File: src/rtl/calcu_mailbox_pkg.sv
`default_nettype none
// ============================================================================
// Module      : calcu_mailbox_pkg
// Description : Shared state encoding, mailbox word map and command helper
//               for the calculator-side mailbox sequencer.
// Revision    : 1.0 - initial release
// ============================================================================
package calcu_mailbox_pkg;

    typedef enum logic [2:0] {
        IDLE    = 3'd0,
        WR_A    = 3'd1,
        WR_B    = 3'd2,
        WR_SENT = 3'd3,
        WR_CMD  = 3'd4,
        WAIT    = 3'd5,
        CLR_CMD = 3'd6,
        DONE    = 3'd7
    } state_t;

    localparam logic [3:0] ADDR_A   = 4'd0;
    localparam logic [3:0] ADDR_B   = 4'd1;
    localparam logic [3:0] ADDR_CMD = 4'd2;
    localparam logic [3:0] ADDR_RES = 4'd6;

    localparam int CMD_VALID_BIT = 31;

    function automatic logic [31:0] cmd_word(input logic [3:0] op);
        logic [31:0] w;
        w                = 32'd0;
        w[CMD_VALID_BIT] = 1'b1;
        w[3:0]           = op;
        return w;
    endfunction

endpackage
`default_nettype wire

File: src/rtl/calcu_timeout_counter.sv
`default_nettype none
// ============================================================================
// Module      : calcu_timeout_counter
// Description : Up-counter with synchronous clear/enable and a terminal-count
//               flag at TIMEOUT_CYCLES-1.
// Revision    : 1.0 - initial release
// ============================================================================
module calcu_timeout_counter #(
    parameter int TIMEOUT_CYCLES = 1_000_000,
    parameter int TO_W           = 20
) (
    input  logic            clk,
    input  logic            rst_n,
    input  logic            i_clear,
    input  logic            i_enable,
    output logic [TO_W-1:0] o_count,
    output logic            o_terminal
);

    logic [TO_W-1:0] r_count;

    always_ff @(posedge clk) begin
        if (!rst_n) begin
            r_count <= '0;
        end else if (i_clear) begin
            r_count <= '0;
        end else if (i_enable) begin
            r_count <= r_count + TO_W'(1);
        end
    end

    assign o_count    = r_count;
    assign o_terminal = (r_count == TO_W'(TIMEOUT_CYCLES - 1));

endmodule
`default_nettype wire

File: src/rtl/calcu_mailbox_sequencer.sv
`default_nettype none
// ============================================================================
// Module      : calcu_mailbox_sequencer
// Description : Calculator-side master that posts operands and a command to
//               the data-memory mailbox, polls for the result, and times out.
// Revision    : 1.0 - initial release
// ============================================================================
module calcu_mailbox_sequencer
    import calcu_mailbox_pkg::*;
#(
    parameter int          TIMEOUT_CYCLES = 1_000_000,
    parameter int          TO_W           = 20,
    parameter logic [31:0] SENTINEL       = 32'hFFFF_FFFF
) (
    input  logic        clk,
    input  logic        rst_n,
    input  logic        go,
    input  logic [31:0] operand_a,
    input  logic [31:0] operand_b,
    input  logic [3:0]  opcode,
    output logic [31:0] calc_addr,
    output logic [31:0] calc_wdata,
    output logic        calc_we,
    input  logic [31:0] calc_rdata,
    output logic        busy,
    output logic [31:0] result,
    output logic        result_valid,
    output logic        timeout
);

    state_t          r_state;
    logic [31:0]     r_b;
    logic [3:0]      r_op;
    logic [31:0]     r_rdata_q;
    logic [31:0]     r_result;
    logic            r_ok;
    logic [3:0]      r_addr;
    logic [31:0]     r_wdata;
    logic            r_we;
    logic            r_busy;
    logic            r_result_valid;
    logic            r_timeout;

    logic [TO_W-1:0] w_count;
    logic            w_tc;
    logic            w_cnt_clr;
    logic            w_cnt_en;
    logic            w_armed;

    assign w_cnt_clr = (r_state == WR_CMD);
    assign w_cnt_en  = (r_state == WAIT);
    // The first two poll samples may predate the sentinel write; ignore them.
    assign w_armed   = (w_count >= TO_W'(2));

    calcu_timeout_counter #(
        .TIMEOUT_CYCLES (TIMEOUT_CYCLES),
        .TO_W           (TO_W)
    ) u_timeout (
        .clk        (clk),
        .rst_n      (rst_n),
        .i_clear    (w_cnt_clr),
        .i_enable   (w_cnt_en),
        .o_count    (w_count),
        .o_terminal (w_tc)
    );

    // Outputs are registered, so each branch loads the values for the state
    // being entered.
    always_ff @(posedge clk) begin
        if (!rst_n) begin
            r_state        <= IDLE;
            r_b            <= '0;
            r_op           <= '0;
            r_rdata_q      <= SENTINEL;
            r_result       <= '0;
            r_ok           <= 1'b0;
            r_addr         <= '0;
            r_wdata        <= '0;
            r_we           <= 1'b0;
            r_busy         <= 1'b0;
            r_result_valid <= 1'b0;
            r_timeout      <= 1'b0;
        end else begin
            r_we           <= 1'b0;
            r_wdata        <= '0;
            r_result_valid <= 1'b0;
            r_timeout      <= 1'b0;
            case (r_state)
                IDLE: begin
                    r_addr <= '0;
                    r_busy <= 1'b0;
                    if (go) begin
                        // Operand A goes straight into the write-data register.
                        r_b     <= operand_b;
                        r_op    <= opcode;
                        r_state <= WR_A;
                        r_busy  <= 1'b1;
                        r_we    <= 1'b1;
                        r_addr  <= ADDR_A;
                        r_wdata <= operand_a;
                    end
                end
                WR_A: begin
                    r_state <= WR_B;
                    r_we    <= 1'b1;
                    r_addr  <= ADDR_B;
                    r_wdata <= r_b;
                end
                WR_B: begin
                    r_state <= WR_SENT;
                    r_we    <= 1'b1;
                    r_addr  <= ADDR_RES;
                    r_wdata <= SENTINEL;
                end
                WR_SENT: begin
                    r_state <= WR_CMD;
                    r_we    <= 1'b1;
                    r_addr  <= ADDR_CMD;
                    r_wdata <= cmd_word(r_op);
                end
                WR_CMD: begin
                    r_state <= WAIT;
                    r_addr  <= ADDR_RES;
                end
                WAIT: begin
                    r_rdata_q <= calc_rdata;
                    if (w_armed && (r_rdata_q != SENTINEL)) begin
                        r_result <= r_rdata_q;
                        r_ok     <= 1'b1;
                        r_state  <= CLR_CMD;
                        r_we     <= 1'b1;
                        r_addr   <= ADDR_CMD;
                    end else if (w_tc) begin
                        r_result <= SENTINEL;
                        r_ok     <= 1'b0;
                        r_state  <= CLR_CMD;
                        r_we     <= 1'b1;
                        r_addr   <= ADDR_CMD;
                    end
                end
                CLR_CMD: begin
                    r_state        <= DONE;
                    r_addr         <= '0;
                    r_result_valid <= r_ok;
                    r_timeout      <= ~r_ok;
                end
                DONE: begin
                    r_state <= IDLE;
                    r_busy  <= 1'b0;
                    r_addr  <= '0;
                end
                default: begin
                    r_state <= IDLE;
                    r_busy  <= 1'b0;
                    r_addr  <= '0;
                end
            endcase
        end
    end

    assign calc_addr    = {28'd0, r_addr};
    assign calc_wdata   = r_wdata;
    assign calc_we      = r_we;
    assign busy         = r_busy;
    assign result       = r_result;
    assign result_valid = r_result_valid;
    assign timeout      = r_timeout;

endmodule
`default_nettype wire
File: config.mk
export PLATFORM = sky130hd
export DESIGN_NAME = calcu_mailbox_sequencer
export DESIGN_NICKNAME = d
export VERILOG_FILES = /design/src/rtl/calcu_mailbox_pkg.sv /design/src/rtl/calcu_timeout_counter.sv /design/src/rtl/calcu_mailbox_sequencer.sv
export SDC_FILE = /design/constraint.sdc
export NUM_CORES = 1
export LEC_CHECK = 0
export CAP_MARGIN = 20
export CORE_AREA = 4 4 136 138
export DETAILED_ROUTE_END_ITERATION = 12
export DIE_AREA = 0 0 140 142
export HOLD_SLACK_MARGIN = 0.08
export PLACE_DENSITY = 0.76
export SYNTH_ARGS = -nofsm -noshare
export SYNTH_HDL_FRONTEND = slang
export SYNTH_SLANG_ARGS = --single-unit
File: constraint.sdc
create_clock -name clk -period 2.7 [get_ports clk]
set_input_delay 0.27 -clock clk [delete_from_list [all_inputs] [get_ports clk]]
set_output_delay 0.27 -clock clk [all_outputs]
set_load 0.05 [all_outputs]
## Yosys cells after proc, flatten, opt, wreduce, memory -nomap -nowiden

Index checks and enable logic that the tools add are counted.

| word-level totals | value |
|---|---|
| flip-flop bits (word level) | 164 |
| output and inout bits | 100 |
| word-level logic and storage cells | 58 |

| cells by class | value |
|---|---|
| add/sub/neg operators | 1 |
| order comparisons | 1 |
| eq/ne operators | 11 |
| muxes and demuxes | 18 |
| bitwise gates (word level) | 2 |
| reductions and logical operators | 12 |

Operators by type and width:

| operator | count |
|---|---|
| 32-bit case mux with 4 select lines | 1 |
| 32-bit two-way mux | 3 |
| 32-bit != test (second input constant) | 1 |
| 3-bit case mux with 8 select lines | 1 |
| 20-bit by 1-bit adder with 20-bit output (second input constant) | 1 |
| 20-bit equality test (second input constant) | 1 |
| 20-bit by 2-bit greater-or-equal comparator with 1-bit output (second input constant) | 1 |
| 4-bit case mux with 5 select lines | 1 |
| 3-bit equality test (second input constant) | 4 |
| 3-bit two-way mux | 3 |
| 4-bit two-way mux | 2 |
| 2-bit AND reduction | 4 |
| 3-bit by 2-bit equality test with 1-bit output (second input constant) | 2 |
| 3-bit OR reduction | 2 |
| 1-bit two-way mux | 5 |
| 2-bit nonzero test | 2 |
| 2-bit OR reduction | 2 |
| 3-bit by 1-bit equality test with 1-bit output (second input constant) | 1 |
| 3-bit logical NOT | 1 |
| 3-bit != test (second input constant) | 1 |
| 1-bit case mux with 3 select lines | 1 |
| 2-bit != test (second input constant) | 1 |
| 1-bit NOT | 2 |
| 1-bit case mux with 2 select lines | 1 |
| 1-bit logical AND | 1 |

## Depth between registers and ports, before layout

Gate-level depths: netlist of the first run.

| depth | value |
|---|---|
| word-level depth | 4 |
| depth in mapped cells | 8 |

## Cells and area by module

A second synthesis of the first run with hierarchy kept.

| unflattened totals | value |
|---|---|
| cells, all modules | 702 |
| area, all modules | 6324.8 µm² |

By module, submodules not included:

| module | times used | cells an instance | area an instance (µm²) | sequential area each (µm²) |
|---|---|---|---|---|
| calcu_mailbox_sequencer | 1 | 594 | 5387.7 | 2862.7 |
| calcu_timeout_counter | 1 | 108 | 937.1 | 400.4 |

## Least setup slack after synthesis of the first run

OpenSTA, ideal clock, no wires.

| path | value |
|---|---|
| path kind | reg2reg |
| start | register u_timeout.r_count[0], in the netlist u_timeout.o_count[0] |
| end | register r_result[13], in the netlist result[13] |
| setup time | 0.119 ns |
| arrival | 1.748 ns |
| data required time | 2.581 ns |
| path slack | 0.834 ns |
| cell stages (with the launch flop) | 8 |
| buffers on the path | 1 |
| clock period less this slack | 1.866 ns |
| cells stage by stage | dfxtp_1 > inv_1 > ha_1 > or4_1 > o22ai_2 > a21oi_2 > buf_2 > o221a_2 |

| between the ends | value |
|---|---|
| longest elaborated chain between the ends | 4 |
| elaborated cells on any way between the ends | 6 |
| classes of those cells | order compare (1); eq/ne (1); mux (1); reduce/logical (3) |

RTL lines:

| element | line | text |
|---|---|---|
| start, declared | calcu_timeout_counter.sv:20 | `logic [TO_W-1:0] r_count;` |
| start signal, assigned | calcu_timeout_counter.sv:28 | `r_count <= r_count + TO_W'(1);` |
| 20-bit by 2-bit greater-or-equal comparator with 1-bit output | calcu_mailbox_sequencer.sv:53 | `assign w_armed = (w_count >= TO_W'(2));` |
| 1-bit logical AND | calcu_mailbox_sequencer.sv:127 | `if (w_armed && (r_rdata_q != SENTINEL)) begin` |
| 2-bit nonzero test (no line) | - |  |
| 2-bit AND reduction (no line) | - |  |
| end signal, assigned | calcu_mailbox_sequencer.sv:128 | `r_result <= r_rdata_q;` |
| end, declared | calcu_mailbox_sequencer.sv:35 | `logic [31:0] r_result;` |

Several ways; a longest one is shown, not always the timed one.
A chain may end at the register's enable or synchronous reset.

## Final worst setup path of the first run

| path | value |
|---|---|
| start | register u_timeout.r_count[1], in the netlist u_timeout.o_count[1] |
| end | register r_result[23], in the netlist result[23] |

The elaborated chain is that of the path after synthesis.

==> out/qor.tcl, run 1 <==
set qor(status) {finished clean}
set qor(design.die.area_sq_um) 19900
set qor(synth_compound_gate_area_share) 0.181
set qor(post_cts_hold_buffer_count) 0
set qor(grt_first_pass_wirelength_um) 25800
set qor(timing.final.hold_violations) 0
set qor(globalRouteOverflowTotal) 0
set qor(arrival_ns) 2.68
set qor(nets_finish) 951
set qor(powerDensity_nw_per_um2) 663
set qor(dp_worst_setup_slack_ns) 0.435
set qor(antenna_found_initial) 0
set qor(number_of_global_route_vias_before_repair) 5099
set qor(async_reset_ff_frac) 0
set qor(tritoncts) {yes}
set qor(required_ns) 3.07
set qor(coreArea_sq_um) 17200
set qor(layout_worst_path_cycle_share) 0.855
set qor(critPathTopFamily) {compound AO/OA/AOI/OAI gates}
set qor(postCtsSetupBuffers) 0
set qor(post_cts_resize_count) 0
set qor(detailroute.via_count) 5322
set qor(yosys.area_share.adder) 0.00396
set qor(remaining_drc_errors) 0
set qor(final_layout_size_suffix_gt1_frac) 0.0956
set qor(synth-xor-area-share) 0.0250
set qor(dpl-instance-area_sq_um) 8120
set qor(max_freq_ghz) 0.433
set qor(worst_slew_margin_rel) 0.420
set qor(grt_use_total) 0.161
set qor(period_minus_slack_ns) 2.31
set qor(clock_path_buffers) 2
set qor(core.rowCount) 48
set qor(setup.worst_path.start_class) {flip-flop}
set qor(cp_cell_sequence) {ha_1, nand2_1, nor4_1, nand3_1, a21oi_2, buf_4, o221a_2}
set qor(crit_fanout) 25
set qor(max_cap_violations) 0
set qor(hold_path_class) {primary input to flip-flop}
set qor(worstPathBufferInverterCount) 1
set qor(n_antenna_cell) 0
set qor(syn_area_per_cell_sq_um) 9.11
set qor(gpl.final_weighted_congestion) 0.809
set qor(slowest_stage_delay_on_critical_path_ns) 0.47
set qor(synth.area.mux_share) 0
set qor(worst_pin_slew_ns) 0.862
set qor(peakVddDrop_uv) 477
set qor(placement.io_buffers) 173
set qor(cts-root-buf) {clkbuf_16}
set qor(synth_simple_gate_area_frac) 0.199
set qor(drt-pass1-iter-count) 5
set qor(post-dp-hpwl_um) 11300
set qor(die_w_um) 140
set qor(endpoint_kind) {flip-flop}
set qor(yosys_warnings) 0
set qor(synth_seq_area_share) 0.517
set qor(postLayoutSetupSlackWorst_ns) 0.391
set qor(hold-worst-slack_ns) 0.321
set qor(crit_path_top_delay_cell) {a21oi_2}
set qor(initial_utilization) 0.368
set qor(design.portCount) 203
set qor(layout.cell_area.non_filler_sq_um) 8650
set qor(via_per_inst) 4.91
set qor(total_cts_buffers) 17
set qor(clkSinkCount) 163
set qor(detail-route-antenna-nets) 0
set qor(chipHeight_um) 142
set qor(report.final.slew_viol_count) 0
set qor(initialDrtViolationCount) 204
set qor(drt-total-wl_um) 16300
set qor(number_of_flops_mapped_to_enable_cells_by_yosys) 0
set qor(dominant_register_cell_in_the_synthesized_netlist) {dfxtp_1}
set qor(avgRoutedWirePerCell_um) 15.0
set qor(finalSetupViolCount) 0
set qor(synthCells) 693
set qor(power.static_leakage_nw) 3.37
set qor(grt_setup_unrepaired) {false}
set qor(netlist_area_sq_um) 6320
set qor(clock_skew_ns) 0.00754
set qor(netlist-cell-type-count) 44
set qor(cts_htree_levels) 4
set qor(clk_latency_ns) 0.42
set qor(clk_pin_slew_worst_paths_ns) 0.07
set qor(layout.cells.most_common_list) {clkdlybuf4s50_1, dfxtp_1, nand2_1}
set qor(synth_top_family_by_area) {simple AND/OR/NAND/NOR gates}
set qor(grt_max_degree) 65
set qor(final_common_cell) {clkdlybuf4s50_1}
set qor(power_mw) 5.74
set qor(timing_worst_setup_path_type) {flip-flop to flip-flop}
set qor(area_growth_pct) 37.0
set qor(timing.setup.tns_ns) 0
set qor(ys_ff_latch) 163
-- worst register-to-register path: cells and delay by family, from the launching register on --
kind	cells	cell delay (ns)
simple gates	3	0.56
fa+ha+maj	1	0.22
compound gates	2	0.70
buf+inv	1	0.37
flops	1	0.41
-- layer usage --
layer | track usage | routed length (um) | up-vias
met4 | 0.0576 | 356 | 0
met3 | 0.0575 | 1440 | 24
met5 | 0 | 0 | -
met1 | 0.199 | 6940 | 2445
li1 | - | - | 2663
met2 | 0.259 | 7540 | 190
-- worst paths after layout --
kind,from,end,slack [ns],depth (start not counted)
max,u_timeout.o_count[1],result[23],0.39,7
min,rst_n,r_rdata_q[31],0.32,2
max reg2reg,u_timeout.o_count[1],result[23],0.39,7
min reg2reg,r_op[1],r_op[1],0.46,2
-- registers in the layout, summed over array words and instances (netlist names) --
name / count
result_valid: 1
calc_wdata: 32
result: 32
u_timeout.o_count: 20
r_ok: 1
r_addr: 3
timeout: 1
busy: 1
r_op: 4
r_rdata_q: 32
r_b: 32
calc_we: 1
r_state: 3
-- report_power, final --
group | internal (mW) | leakage [nW] | switching, mW
registers | 2.53 | 1.33 | 0.0513
clock network | 1.18 | 0.255 | 0.980
logic | 0.379 | 1.79 | 0.618
total | 4.09 | 3.37 | 1.65
-- cell usage after synthesis, drive strengths merged, types with 2 or more instances --
library cell    n  area, sq um
dfxtp         163         3260
nand2         154          578
buf            47          323
nand3          40          200
a21boi         37          278
clkbuf         35          131
a21oi          33          169
nor2           32          120
o221a          32          360
a22oi          27          203
nand4          14         87.6
xnor2           9         78.8
xor2            9         78.8
nor4            7         43.8
nor3            6         45.0
o21ai           5         25.0
a222oi          4         40.0
nand2b          4         25.0
or4             4         30.0
and2            3         18.8
and3            3         18.8
inv             3         11.3
nor2b           3         18.8
ha              2         25.0
o21a            2         15.0
or2b            2         15.0
or3             2         12.5
-- cell type report --
type                            count  area, sq um
Inverter                            3         11.3
Clock inverter                     13          105
Tap cell                          225          282
Clock buffer                       18          429
Multi-Input combinational cell    473         2700
Sequential cell                   163         3260
Timing Repair Buffer              188         1870
Fill cell                        1617         8520
-- metrics by stage --
step / utilization / cells
2_1_floorplan: - / 721
3_3_place_gp: 0.473 / 1052
3_5_place_dp: 0.473 / 1052
4_1_cts: 0.504 / 1083
5_1_grt: 0.504 / 1083
6_report: 0.504 / 1083
-- cells by family (layout without fill, tap and decap cells) --
logic type               Yosys count  count (layout)
AND/OR/NAND/NOR                  278             278
flip-flops                       163             163
AO/OA/AOI/OAI                    146             146
buffers and inverters             85             222
XOR/XNOR                          18              18
adder cells (fa/ha/maj)            2               2
other                              1              29
Power figures use the tool's default switching activity.
==> run 2, diff against run 1 <==
--- a/config.mk
+++ b/config.mk
@@ -11,6 +11,7 @@
 export DIE_AREA = 0 0 140 142
 export HOLD_SLACK_MARGIN = 0.08
 export PLACE_DENSITY = 0.76
+export REMOVE_ABC_BUFFERS = 1
 export SYNTH_ARGS = -nofsm -noshare
 export SYNTH_HDL_FRONTEND = slang
 export SYNTH_SLANG_ARGS = --single-unit
==> constraint.sdc (replaced) <==
create_clock -name clk -period 2.7 [get_ports clk]
set_input_delay 0.27 -clock clk [delete_from_list [all_inputs] [get_ports clk]]
set_output_delay 0.27 -clock clk [all_outputs]
set_load 0.005 [all_outputs]
==> run 2 against run 1 <==
Compared with the run above: worst setup slack worse by 0.048 ns; flip-flop and latch count did not move; sequential share of layout area decreased by 0.24 points; sequential power is essentially flat; fmax fell by 2.1%; register-to-register slack got worse by 0.05 ns; final area rose by 0.65%.
==> out/qor.tcl, run 2 (synthesis gave the netlist of run 1 again) <==
set qor(grt_util_met3) 0.0538 ;# -0.00370
set qor(endpoint_kind) {flip-flop}
set qor(slowest_stage_delay_on_critical_path_ns) 0.76 ;# +0.29 ns
set qor(detail-route-antenna-nets) 0 ;# unchanged
set qor(layout.cell_area.non_filler_sq_um) 8710 ;# +0.65%
set qor(globalRouteOverflowTotal) 0 ;# unchanged
set qor(period_minus_slack_ns) 2.36 ;# +0.0485 ns
set qor(fin_cells) 1084 ;# +0.092%
set qor(clock_path_buffers) 2 ;# unchanged
set qor(n_antenna_cell) 0 ;# unchanged
set qor(powerDensity_nw_per_um2) 652 ;# -1.6%
set qor(drt-pass1-iter-count) 7 ;# +2
set qor(worst_slew_margin_rel) 0.404 ;# -0.0161
set qor(remaining_drc_errors) 0 ;# unchanged
set qor(design.portCount) 203 ;# unchanged
set qor(finalSetupViolCount) 0 ;# unchanged
set qor(initialDrtViolationCount) 422 ;# +110%
set qor(power.clock.fraction) 0.421 ;# +0.044
set qor(timing.final.hold_violations) 0 ;# unchanged
set qor(peakVddDrop_uv) 387 ;# -19%
set qor(power_mw) 5.68 ;# -1.0%
set qor(max_freq_ghz) 0.424 ;# -2.1%
set qor(number_of_global_route_vias_before_repair) 5185 ;# +1.7%
set qor(sequentialPowerShare) 0.455 ;# +0.006
set qor(grt_first_pass_wirelength_um) 26900 ;# +4.0%
set qor(layout.cells.most_common_list) {clkdlybuf4s50_1, dfxtp_1, nand2_1}
set qor(required_ns) 3.05 ;# -0.02 ns
set qor(netSwitchingFraction) 0.243 ;# -0.0444
set qor(grt_use_total) 0.167 ;# +0.00654
set qor(design.die.area_sq_um) 19900 ;# unchanged
set qor(clkSinkCount) 163 ;# unchanged
set qor(gpl.final_weighted_congestion) 0.840 ;# +3.8%
set qor(crit_fanout) 33 ;# +32%
set qor(initial_utilization) 0.368 ;# unchanged
set qor(final_common_cell) {clkdlybuf4s50_1}
set qor(tritoncts) {yes}
set qor(detailroute.via_count) 5478 ;# +2.9%
set qor(total_cts_buffers) 17 ;# unchanged
set qor(grt_most_used_layer) {met2}
set qor(post_cts_resize_count) 0 ;# unchanged
set qor(cts-root-buf) {clkbuf_16}
set qor(grtUsageMet1) 0.224 ;# +0.0243
set qor(timing.setup.tns_ns) 0 ;# unchanged
set qor(postCtsSetupBuffers) 0 ;# unchanged
set qor(combinational_power_share) 0.125 ;# -0.049
set qor(status) {finished clean}
set qor(clock_skew_ns) 0.0107 ;# +0.00319 ns
set qor(dpl-instance-area_sq_um) 8120 ;# about the same
set qor(clk_latency_ns) 0.41 ;# about the same
set qor(cts_htree_levels) 4 ;# unchanged
set qor(setup.worst_path.start_class) {flip-flop}
set qor(fillerInstances) 1607 ;# -0.62%
set qor(clk_pin_slew_worst_paths_ns) 0.06 ;# about the same
set qor(coreArea_sq_um) 17200 ;# unchanged
set qor(nets_finish) 952 ;# +0.11%
set qor(die_w_um) 140 ;# unchanged
set qor(layout_worst_path_cycle_share) 0.873 ;# +0.0180
set qor(groute.layer.met2.usage) 0.259 ;# -0.000760
set qor(power_report.internal_total_mw) 4.30 ;# +5.2%
set qor(power.static_leakage_nw) 3.40 ;# +0.83%
set qor(chipHeight_um) 142 ;# unchanged
set qor(arrival_ns) 2.71 ;# +0.03 ns
set qor(core.rowCount) 48 ;# unchanged
set qor(post_cts_hold_buffer_count) 0 ;# unchanged
set qor(worst_pin_slew_ns) 0.892 ;# +0.0301 ns
set qor(report.final.slew_viol_count) 0 ;# unchanged
set qor(post-dp-hpwl_um) 12000 ;# +6.2%
set qor(cp_cell_sequence) {ha_1, nand2_1, nor4_1, nand3_1, a21oi_4, o221a_2}
set qor(avgRoutedWirePerCell_um) 15.8 ;# +5.4%
set qor(dp_cells) 1053 ;# +0.095%
set qor(drt-total-wl_um) 17200 ;# +5.5%
set qor(switching_power_mw) 1.38 ;# -16%
set qor(crit_path_top_delay_cell) {a21oi_4}
set qor(grt_setup_unrepaired) {false}
set qor(max_cap_violations) 0 ;# unchanged
set qor(antenna_found_initial) 1 ;# +1
set qor(via_per_inst) 5.05 ;# +2.8%
set qor(area_growth_pct) 37.9
set qor(placement.io_buffers) 173 ;# unchanged
set qor(timing_worst_setup_path_type) {flip-flop to flip-flop}
set qor(hold_path_class) {primary input to flip-flop}
set qor(grt_max_degree) 73 ;# +12%
set qor(final_layout_size_suffix_gt1_frac) 0.0978 ;# +0.00222
[run 2: layout make-up]
cell class / instances / area (sq um) / share of cell area
sequential: 163 / 3260 / 0.375
clock buffer: 18 / 439 / 0.0504
multi-input combinational: 473 / 2700 / 0.310
inverter: 3 / 11.3 / 0.00129
tap: 225 / 282 / 0.0323
timing repair buffer: 189 / 1860 / 0.214
clock inverter: 13 / 149 / 0.0171
[run 2: metal layers]
layer	vias to the layer above	routed length, um	share of wire
met3	20	1450	0.084
met2	236	7640	0.44
li1	2671	-	-
met1	2549	7810	0.45
met5	-	20	0.0012
met4	2	254	0.015
[run 2: worst max-delay path: cells and delay by family, from the launching register on]
kind            cells  cell delay (ns)
compound gates      2             1.07
fa+ha+maj           1             0.22
flops               1             0.40
simple gates        3             0.59
[run 2: worst paths after layout]
| kind | start | to | slack, ns | depth (start not counted) |
|---|---|---|---|---|
| max | u_timeout.o_count[1] | result[26] | 0.34 | 6 |
| min | rst_n | r_addr[1] | 0.30 | 2 |
| max reg2reg | u_timeout.o_count[1] | result[26] | 0.34 | 6 |
| min reg2reg | r_b[10] | r_b[10] | 0.46 | 2 |
[run 2: metrics by stage]
stage | setup WS (ns) | hold WS (ns) | util
finish | 0.343 | 0.302 | 0.507
global route | 0.0501 | 0.315 | 0.507
detailed placement | 0.347 | 0.458 | 0.473
floorplan | 0.323 | 0.342 | -
CTS | 0.326 | 0.291 | 0.507
global placement | 0.366 | 0.447 | 0.473
[run 2: power groups by stage]
| stage | clock (mW) | sequential (mW) | combinational (mW) |
|---|---|---|---|
| after floorplan | 0 | 2.64 | 0.271 |
| after global placement | 0 | 2.63 | 0.700 |
| after detailed placement | 0 | 2.64 | 0.709 |
| after CTS | 2.45 | 2.58 | 0.712 |
| after global routing | 2.54 | 2.60 | 0.774 |
| final | 2.39 | 2.58 | 0.708 |
